$ cat config.mk
export PLATFORM = sky130hd
export DESIGN_NAME = c499_pattern_sequencer
export DESIGN_NICKNAME = d
export VERILOG_FILES = /design/src/rtl/c499_pattern_sequencer.sv
export SDC_FILE = /design/constraint.sdc
export NUM_CORES = 1
export LEC_CHECK = 0
export BUFFER_PORTS_ARGS = -buffer_cell sky130_fd_sc_hd__buf_2
export CORE_MARGIN = 4
export CORE_UTILIZATION = 40
export DETAILED_ROUTE_END_ITERATION = 6
export PLACE_DENSITY = 0.66
export RECOVER_POWER = 100
export SLEW_MARGIN = 20
export SYNTH_ARGS = -nofsm -noshare
export SYNTH_HDL_FRONTEND = slang
export SYNTH_SLANG_ARGS = --single-unit
$ cat constraint.sdc
create_clock -name clk -period 4.1 [get_ports clk]
set_input_delay 0.82 -clock clk [delete_from_list [all_inputs] [get_ports clk]]
set_output_delay 0.82 -clock clk [all_outputs]
set_load 0.01 [all_outputs]
$ cat src/rtl/c499_pattern_sequencer.sv
// c499_pattern_sequencer: streams test patterns into a golden and a suspect
// c499 that share one input bus. After each pattern has settled, it compares
// the two responses and keeps the failure statistics for the run.
// Build option: define C499SEQ_STOP_ON_FAIL_EN to end a run at its first
// failing pattern.
module c499_pattern_sequencer #(
    parameter int PAT_W         = 41,
    parameter int OUT_W         = 32,
    parameter int CNT_W         = 16,
    parameter int SETTLE_CYCLES = 2
) (
    input  logic             clk,
    input  logic             rst_n,
    input  logic             start,
    input  logic             abort,
    input  logic [CNT_W-1:0] num_patterns,
    input  logic             pat_valid,
    input  logic [PAT_W-1:0] pat_data,
    output logic             pat_ready,
    output logic [PAT_W-1:0] dut_in,
    input  logic [OUT_W-1:0] gold_out,
    input  logic [OUT_W-1:0] sus_out,
    output logic             busy,
    output logic             done,
    output logic [CNT_W-1:0] mismatch_count,
    output logic             first_fail_valid,
    output logic [CNT_W-1:0] first_fail_idx,
    output logic [OUT_W-1:0] last_diff
);

    // The settle counter needs at least one bit, even when SETTLE_CYCLES is 0.
    localparam int SW = (SETTLE_CYCLES < 2) ? 1 : $clog2(SETTLE_CYCLES + 1);

    typedef enum logic [2:0] {
        S_IDLE,
        S_FETCH,
        S_SETTLE,
        S_COMPARE,
        S_DONE
    } state_t;

    state_t           state, state_nxt;
    logic [CNT_W-1:0] idx;
    logic [CNT_W-1:0] num_q;
    logic [SW-1:0]    settle_cnt;
    logic [OUT_W-1:0] diff;
    logic             last_pat;

    assign diff     = gold_out ^ sus_out;
    assign last_pat = (idx == num_q - CNT_W'(1));

    // Next-state decode. abort overrides every other transition.
    always_comb begin
        state_nxt = state;
        case (state)
            S_IDLE, S_DONE: begin
                if (start)
                    state_nxt = (num_patterns == '0) ? S_DONE : S_FETCH;
            end
            S_FETCH: begin
                if (pat_valid)
                    state_nxt = (SETTLE_CYCLES == 0) ? S_COMPARE : S_SETTLE;
            end
            S_SETTLE: begin
                if (settle_cnt <= SW'(1))
                    state_nxt = S_COMPARE;
            end
            S_COMPARE: begin
`ifdef C499SEQ_STOP_ON_FAIL_EN
                if (diff != '0 || last_pat)
                    state_nxt = S_DONE;
                else
                    state_nxt = S_FETCH;
`else
                state_nxt = last_pat ? S_DONE : S_FETCH;
`endif
            end
            default: state_nxt = S_IDLE;
        endcase
        if (abort)
            state_nxt = S_IDLE;
    end

    // FSM state and the handshake/status flags, all registered from the next state.
    always_ff @(posedge clk or negedge rst_n) begin
        if (!rst_n) begin
            state     <= S_IDLE;
            pat_ready <= 1'b0;
            busy      <= 1'b0;
            done      <= 1'b0;
        end else begin
            state     <= state_nxt;
            pat_ready <= (state_nxt == S_FETCH);
            busy      <= (state_nxt == S_FETCH) || (state_nxt == S_SETTLE) ||
                         (state_nxt == S_COMPARE);
            done      <= (state_nxt == S_DONE);
        end
    end

    // Datapath: pattern capture, settle timing, index and failure statistics.
    // Nothing updates in a cycle with abort, so a handshake in that cycle is lost.
    always_ff @(posedge clk or negedge rst_n) begin
        if (!rst_n) begin
            dut_in           <= '0;
            settle_cnt       <= '0;
            idx              <= '0;
            num_q            <= '0;
            mismatch_count   <= '0;
            first_fail_valid <= 1'b0;
            first_fail_idx   <= '0;
            last_diff        <= '0;
        end else if (!abort) begin
            case (state)
                S_IDLE, S_DONE: begin
                    if (start) begin
                        num_q            <= num_patterns;
                        idx              <= '0;
                        mismatch_count   <= '0;
                        first_fail_valid <= 1'b0;
                        first_fail_idx   <= '0;
                        last_diff        <= '0;
                    end
                end
                S_FETCH: begin
                    if (pat_valid) begin
                        dut_in     <= pat_data;
                        settle_cnt <= SW'(SETTLE_CYCLES);
                    end
                end
                S_SETTLE: begin
                    settle_cnt <= settle_cnt - SW'(1);
                end
                S_COMPARE: begin
                    if (diff != '0) begin
                        if (mismatch_count != '1)
                            mismatch_count <= mismatch_count + CNT_W'(1);
                        last_diff <= diff;
                        if (!first_fail_valid) begin
                            first_fail_valid <= 1'b1;
                            first_fail_idx   <= idx;
                        end
                    end
                    if (state_nxt == S_FETCH)
                        idx <= idx + CNT_W'(1);
                end
                default: ;
            endcase
        end
    end

endmodule

# Word-level counts from Yosys, hierarchy flattened
# Cells that the tools add are included.
[totals]
register_bits = 146
word_cells = 74
inputBits = 126
output_inout_bits = 109
[op_classes]
magnitude_cmp = 1
bitwise_logic = 2
add_sub_neg = 4
eq_ne = 16
mux = 24
n_reduce_logical = 15
[ops]
columns = ["cell", "count"]
rows = [
  ["16-bit 2-to-1 mux", 6],
  ["16-bit case mux with 2 select lines", 3],
  ["32-bit 2-to-1 mux", 2],
  ["32-bit case mux with 2 select lines", 1],
  ["16-bit by 1-bit adder with 16-bit output (second input constant)", 2],
  ["32-bit nonzero test", 1],
  ["32-bit XOR", 1],
  ["3-bit 2-to-1 mux", 6],
  ["16-bit equality test", 1],
  ["16-bit logical NOT", 1],
  ["16-bit inequality test (second input constant)", 1],
  ["16-bit by 1-bit subtractor with 16-bit output (second input constant)", 1],
  ["3-bit by 2-bit equality test with 1-bit output (second input constant)", 4],
  ["2-bit inequality test (second input constant)", 6],
  ["3-bit case mux with 4 select lines", 1],
  ["5-bit AND reduction", 2],
  ["3-bit AND reduction", 3],
  ["4-bit AND reduction", 2],
  ["3-bit by 1-bit equality test with 1-bit output (second input constant)", 2],
  ["3-bit equality test (second input constant)", 2],
  ["2-bit case mux with 2 select lines", 1],
  ["2-bit nonzero test", 2],
  ["3-bit logical NOT", 1],
  ["2-bit by 1-bit less-or-equal comparator with 1-bit output (second input constant)", 1],
  ["other kinds (7)", 9],
]

# Depth between registers and ports, before layout
[depth]
ltp_word = 8
mapped_depth = 13
depth_no_buf = 10

# Least setup slack after synthesis
# No wires, ideal clock.
[synth_path]
kind = "input port to flip-flop"
start = "input sus_out[22]"
end = "register mismatch_count[7]"
slack_ns = 1.209
path_buffers = 1
setup_time_ns = 0.132
stages = 9
arrival_time_ns = 2.759
t_required_ns = 3.968
cell_sequence = "xnor2_1 nand4_1 or4_1 o31ai_1 o21a_1 buf_2 nand3b_1 xor2_1 nor2_1"
[synth_via]
elab_chain_len = 4
[synth_lines]
columns = ["item", "line_no", "rtl"]
rows = [
  ["start: declaration", "22", "input logic [OUT_W-1:0] sus_out,"],
  ["32-bit XOR", "49", "assign diff = gold_out ^ sus_out;"],
  ["32-bit nonzero test", "134", "if (diff != '0) begin"],
  ["2-bit inequality test (no source line)", "--", ""],
  ["5-bit AND reduction (no source line)", "--", ""],
  ["end signal: assignment", "136", "mismatch_count <= mismatch_count + CNT_W'(1);"],
  ["end: declaration", "25", "output logic [CNT_W-1:0] mismatch_count,"],
]
# No other way between the ends.
# A chain may end at the register's enable or synchronous reset.

# Worst setup path in the final report
[layout_path]
start = "register num_q[0]"
end = "register idx[8]"
[layout_via]
elab_chain_len = 8
[layout_lines]
columns = ["item", "line_no", "rtl"]
rows = [
  ["start: declaration", "44", "logic [CNT_W-1:0] num_q;"],
  ["start signal: assignment", "116", "num_q <= num_patterns;"],
  ["16-bit by 1-bit subtractor with 16-bit output", "50", "assign last_pat = (idx == num_q - CNT_W'(1));"],
  ["16-bit equality test", "50", ""],
  ["3-bit 2-to-1 mux", "75", "state_nxt = last_pat ? S_DONE : S_FETCH;"],
  ["3-bit case mux with 4 select lines", "55", "case (state)"],
  ["3-bit 2-to-1 mux", "80", "if (abort)"],
  ["3-bit by 1-bit equality test with 1-bit output", "143", "if (state_nxt == S_FETCH)"],
  ["2-bit inequality test (no source line)", "--", ""],
  ["4-bit AND reduction (no source line)", "--", ""],
  ["end signal: assignment", "144", "idx <= idx + CNT_W'(1);"],
  ["end: declaration", "43", "logic [CNT_W-1:0] idx;"],
]
# No other way between the ends.

==> results.md <==
* Postcts setup bufs at 0
* Gr ovfl total at 0
* Top-area cell type share of the netlist area at between 50 and 60%
* Final Hold Slack at between 0.4 and 0.5 ns
* TritonCTS clock tree: built
* Vias at 5967
* Hold buffers post-CTS at 0
* Area grow syn2layout at 25.0%
* Largest cells by area after synthesis: dfrtp_1 (51%), mux2_2 (6.4%), nand2_1 (6.3%)
* Final min period at between 3 and 4 ns
* Switching share of power at 29.8%
* Crit path launch type: flop
* Post-Place Worst Slack at 0.627 ns
* Ant diodes at 0
* TNS Setup at 0 ns
* Leading area contributor after synthesis: dfrtp_1
* P_int at about 0.0029 W
* Leakage at 3.93 nW
* Global-route wire length before repair at around 30000 um
* WP data required at 4.40 ns
* Gr usage total at between 10% and 20%
* Cell variety after synth at 59
* Yosys Warn Count at 0
* Synthesized instance count at 706
* Setup Skew at 0.00804 ns
* Seq cells post-synth at around 150
* Resized Gates After CTS at 0
* Syn_nets at 836
* CTS Buffer Depth at 2
* Sequential power share at 43.6%
* Initial antenna violation count at 1
* Post-synthesis sequential area ratio at 51.0%
* Total power draw at ~0.004 W
* Hold Fails Final Rpt at 0
* FP Rows at 48
* Layout cells sized above 1 at between 20% and 30%
* Max-slew violations at 104
* Busiest grt layer: met2
* Hold WC Path Type: reg -> reg
* DR pass1 iterations at 5
* Endpoint type of the worst setup path: flop
* Power density cells at 457 nW/um2
* Placed Instances at 1132
* Asr flop ratio synth at between 90% and 100%
* Full die area at 20100 um2
* Finished Layout Cells at between 1000 and 1500
* Clock slew at reported path FFs at 0.06 ns
* Starting Density at about two fifths
* Port bufs at between 200 and 250
* Fmax at roughly 290 MHz
* CTS Sinks at 146
* Worst Max-Slew Pin Slew at 2.82 ns
* Max-cap violations at 2
* FF-to-FF setup slack at between 0.6 and 0.7 ns
* Gpl congestion at approximately 0.86
* Worst Path Arrival at about 3.8 ns
* Remaining antenna violation count at 0
* # nets final at roughly 1100
* Placeable Area at around 17000 um2
* Grt met3 use at between 6 and 7%
* Met1 usage at between 20% and 30%
* Comb pwr share at roughly a fifth
* EDFF count, synth at 0
* Ports at between 200 and 250
* Met2 usage at 29.7%
* Main flop type after synthesis: dfrtp_1
* Failing checks: max-capacitance violations, max-slew violations
* Worst slew margin at -87.7%
* Net switching power at 0.00122 W
* Clk_lat worst skew at ~0.42 ns
* Vias in the first global route at 5923
* Die height at 142 um
* WS Path Type: reg -> reg
* # DRC at 0
* Initial detailed-routing violation count at about 330
* Wire length per cell at approximately 16 um
* Worst-path fanout max at 20
* Vias/cell at between 5 and 6
* H-tree levels at 4
* Syn avg cell area at around 10 um2
* Largest net degree at the start of global routing at 86
* Status: complete, but fails checks
* TritonCTS Buffers at 17
* Final setup violation count at 0
* Synthesized area at ~7200 um2
* Most common cell after layout, fill and taps aside: dfrtp_1
* Die span in x at about 140 um
* RSZ-0062 raised after global routing: no
* DRT Wirelength at approximately 18000 um
* Final period util at roughly 85%
* Max VDD drop at about 0.29 mV
* Hpwl dp at between 10000 and 15000 um
* Worst setup margin at 0.610 ns
* Clk network pwr share at a little under two fifths
* Root buffer cell: clkbuf_16
* Commonest cells after routing, fill and taps aside: dfrtp_1 (146), buf_2 (124), nand2_1 (121)
power by group through the flow:
| stage | combinational, W | clock [W] | sequential, W |
|---|---|---|---|
| after floorplan | 0.000438 | 0 | 0.00184 |
| after global placement | 0.000823 | 0 | 0.00180 |
| after detailed placement | 0.000835 | 0 | 0.00180 |
| after CTS | 0.000836 | 0.00157 | 0.00178 |
| after global routing | 0.000867 | 0.00164 | 0.00182 |
| final | 0.000777 | 0.00153 | 0.00178 |
cell type report:
class / instances / area [um2]
Clock buffer: 20 / 467
Inverter: 10 / 37.5
Tap cell: 225 / 282
Timing Repair Buffer: 242 / 1130
Clock inverter: 12 / 123
Sequential cell: 146 / 3650
Multi-Input combinational cell: 510 / 3270
Fill cell: 1714 / 8460
stage by stage:
step	utilization, %	area [um2]
floorplan	-	7170
CTS	52.4	9120
finish	51.4	8960
global route	51.4	8960
global placement	49.0	8530
detailed placement	49.0	8530
worst paths after layout:
path	from	to	depth (start not counted)
hold / removal	last_diff[18]	last_diff[18]	2
setup / recovery	num_q[0]	idx[8]	10
hold reg to reg	last_diff[18]	last_diff[18]	2
min in group asynchronous	rst_n	num_q[3]	1
max in group asynchronous	rst_n	dut_in[1]	1
setup reg to reg	num_q[0]	idx[8]	10
synthesized netlist by cell type (all sizes together) (2+ instances only):
cell / n
and3b: 3
nor3: 11
inv: 10
o21bai: 4
nor4: 16
or4: 5
and3: 6
dfrtp: 146
o31ai: 36
nand3: 40
nand4: 11
mux2: 41
or3: 11
ha: 4
nand2: 121
and4: 2
and2: 3
a211oi: 5
o2111ai: 2
a21oi: 14
a2111oi: 2
xor2: 15
clkbuf: 28
buf: 12
nor2: 38
nor3b: 2
nor2b: 3
nand2b: 5
xnor2: 49
nand3b: 3
o211ai: 4
o21ai: 36
a31oi: 3
o21a: 2
critical path: stages (launching register included):
cell       delay (ns)
dfrtp_1          0.44
inv_1            0.10
ha_1             0.21
or4bb_1          0.49
a211oi_1         0.25
o2111ai_1        0.17
a2111oi_2        0.36
o2111ai_1        0.34
o21ai_2          0.70
nor4_1           0.11
o21bai_2         0.22
registers in the layout, summed over array words and instances (netlist names):
name / cells
busy: 1
done: 1
dut_in: 41
first_fail_idx: 16
first_fail_valid: 1
idx: 16
last_diff: 32
mismatch_count: 16
num_q: 16
pat_ready: 1
settle_cnt: 2
state: 3
routing by layer:
layer	up-vias	part of all wire (%)	wire length, um
met2	152	49	9060
met4	2	1.3	240
met5	-	0.066	12
li1	2959	-	-
met1	2832	43	7790
met3	22	6.5	1200
logic make-up after synthesis:
family / Yosys count / synth area share (%)
and+or+nand+nor: 285 / 19.3
DFF: 146 / 51.0
AOI/OAI and AO/OA: 115 / 11.5
xor gates and xnor gates: 64 / 7.82
buffers and inverters: 50 / 3.18
muxes: 42 / 6.58
adders and majority gates: 4 / 0.698
Note: power is estimated with default switching activity, not from simulation.
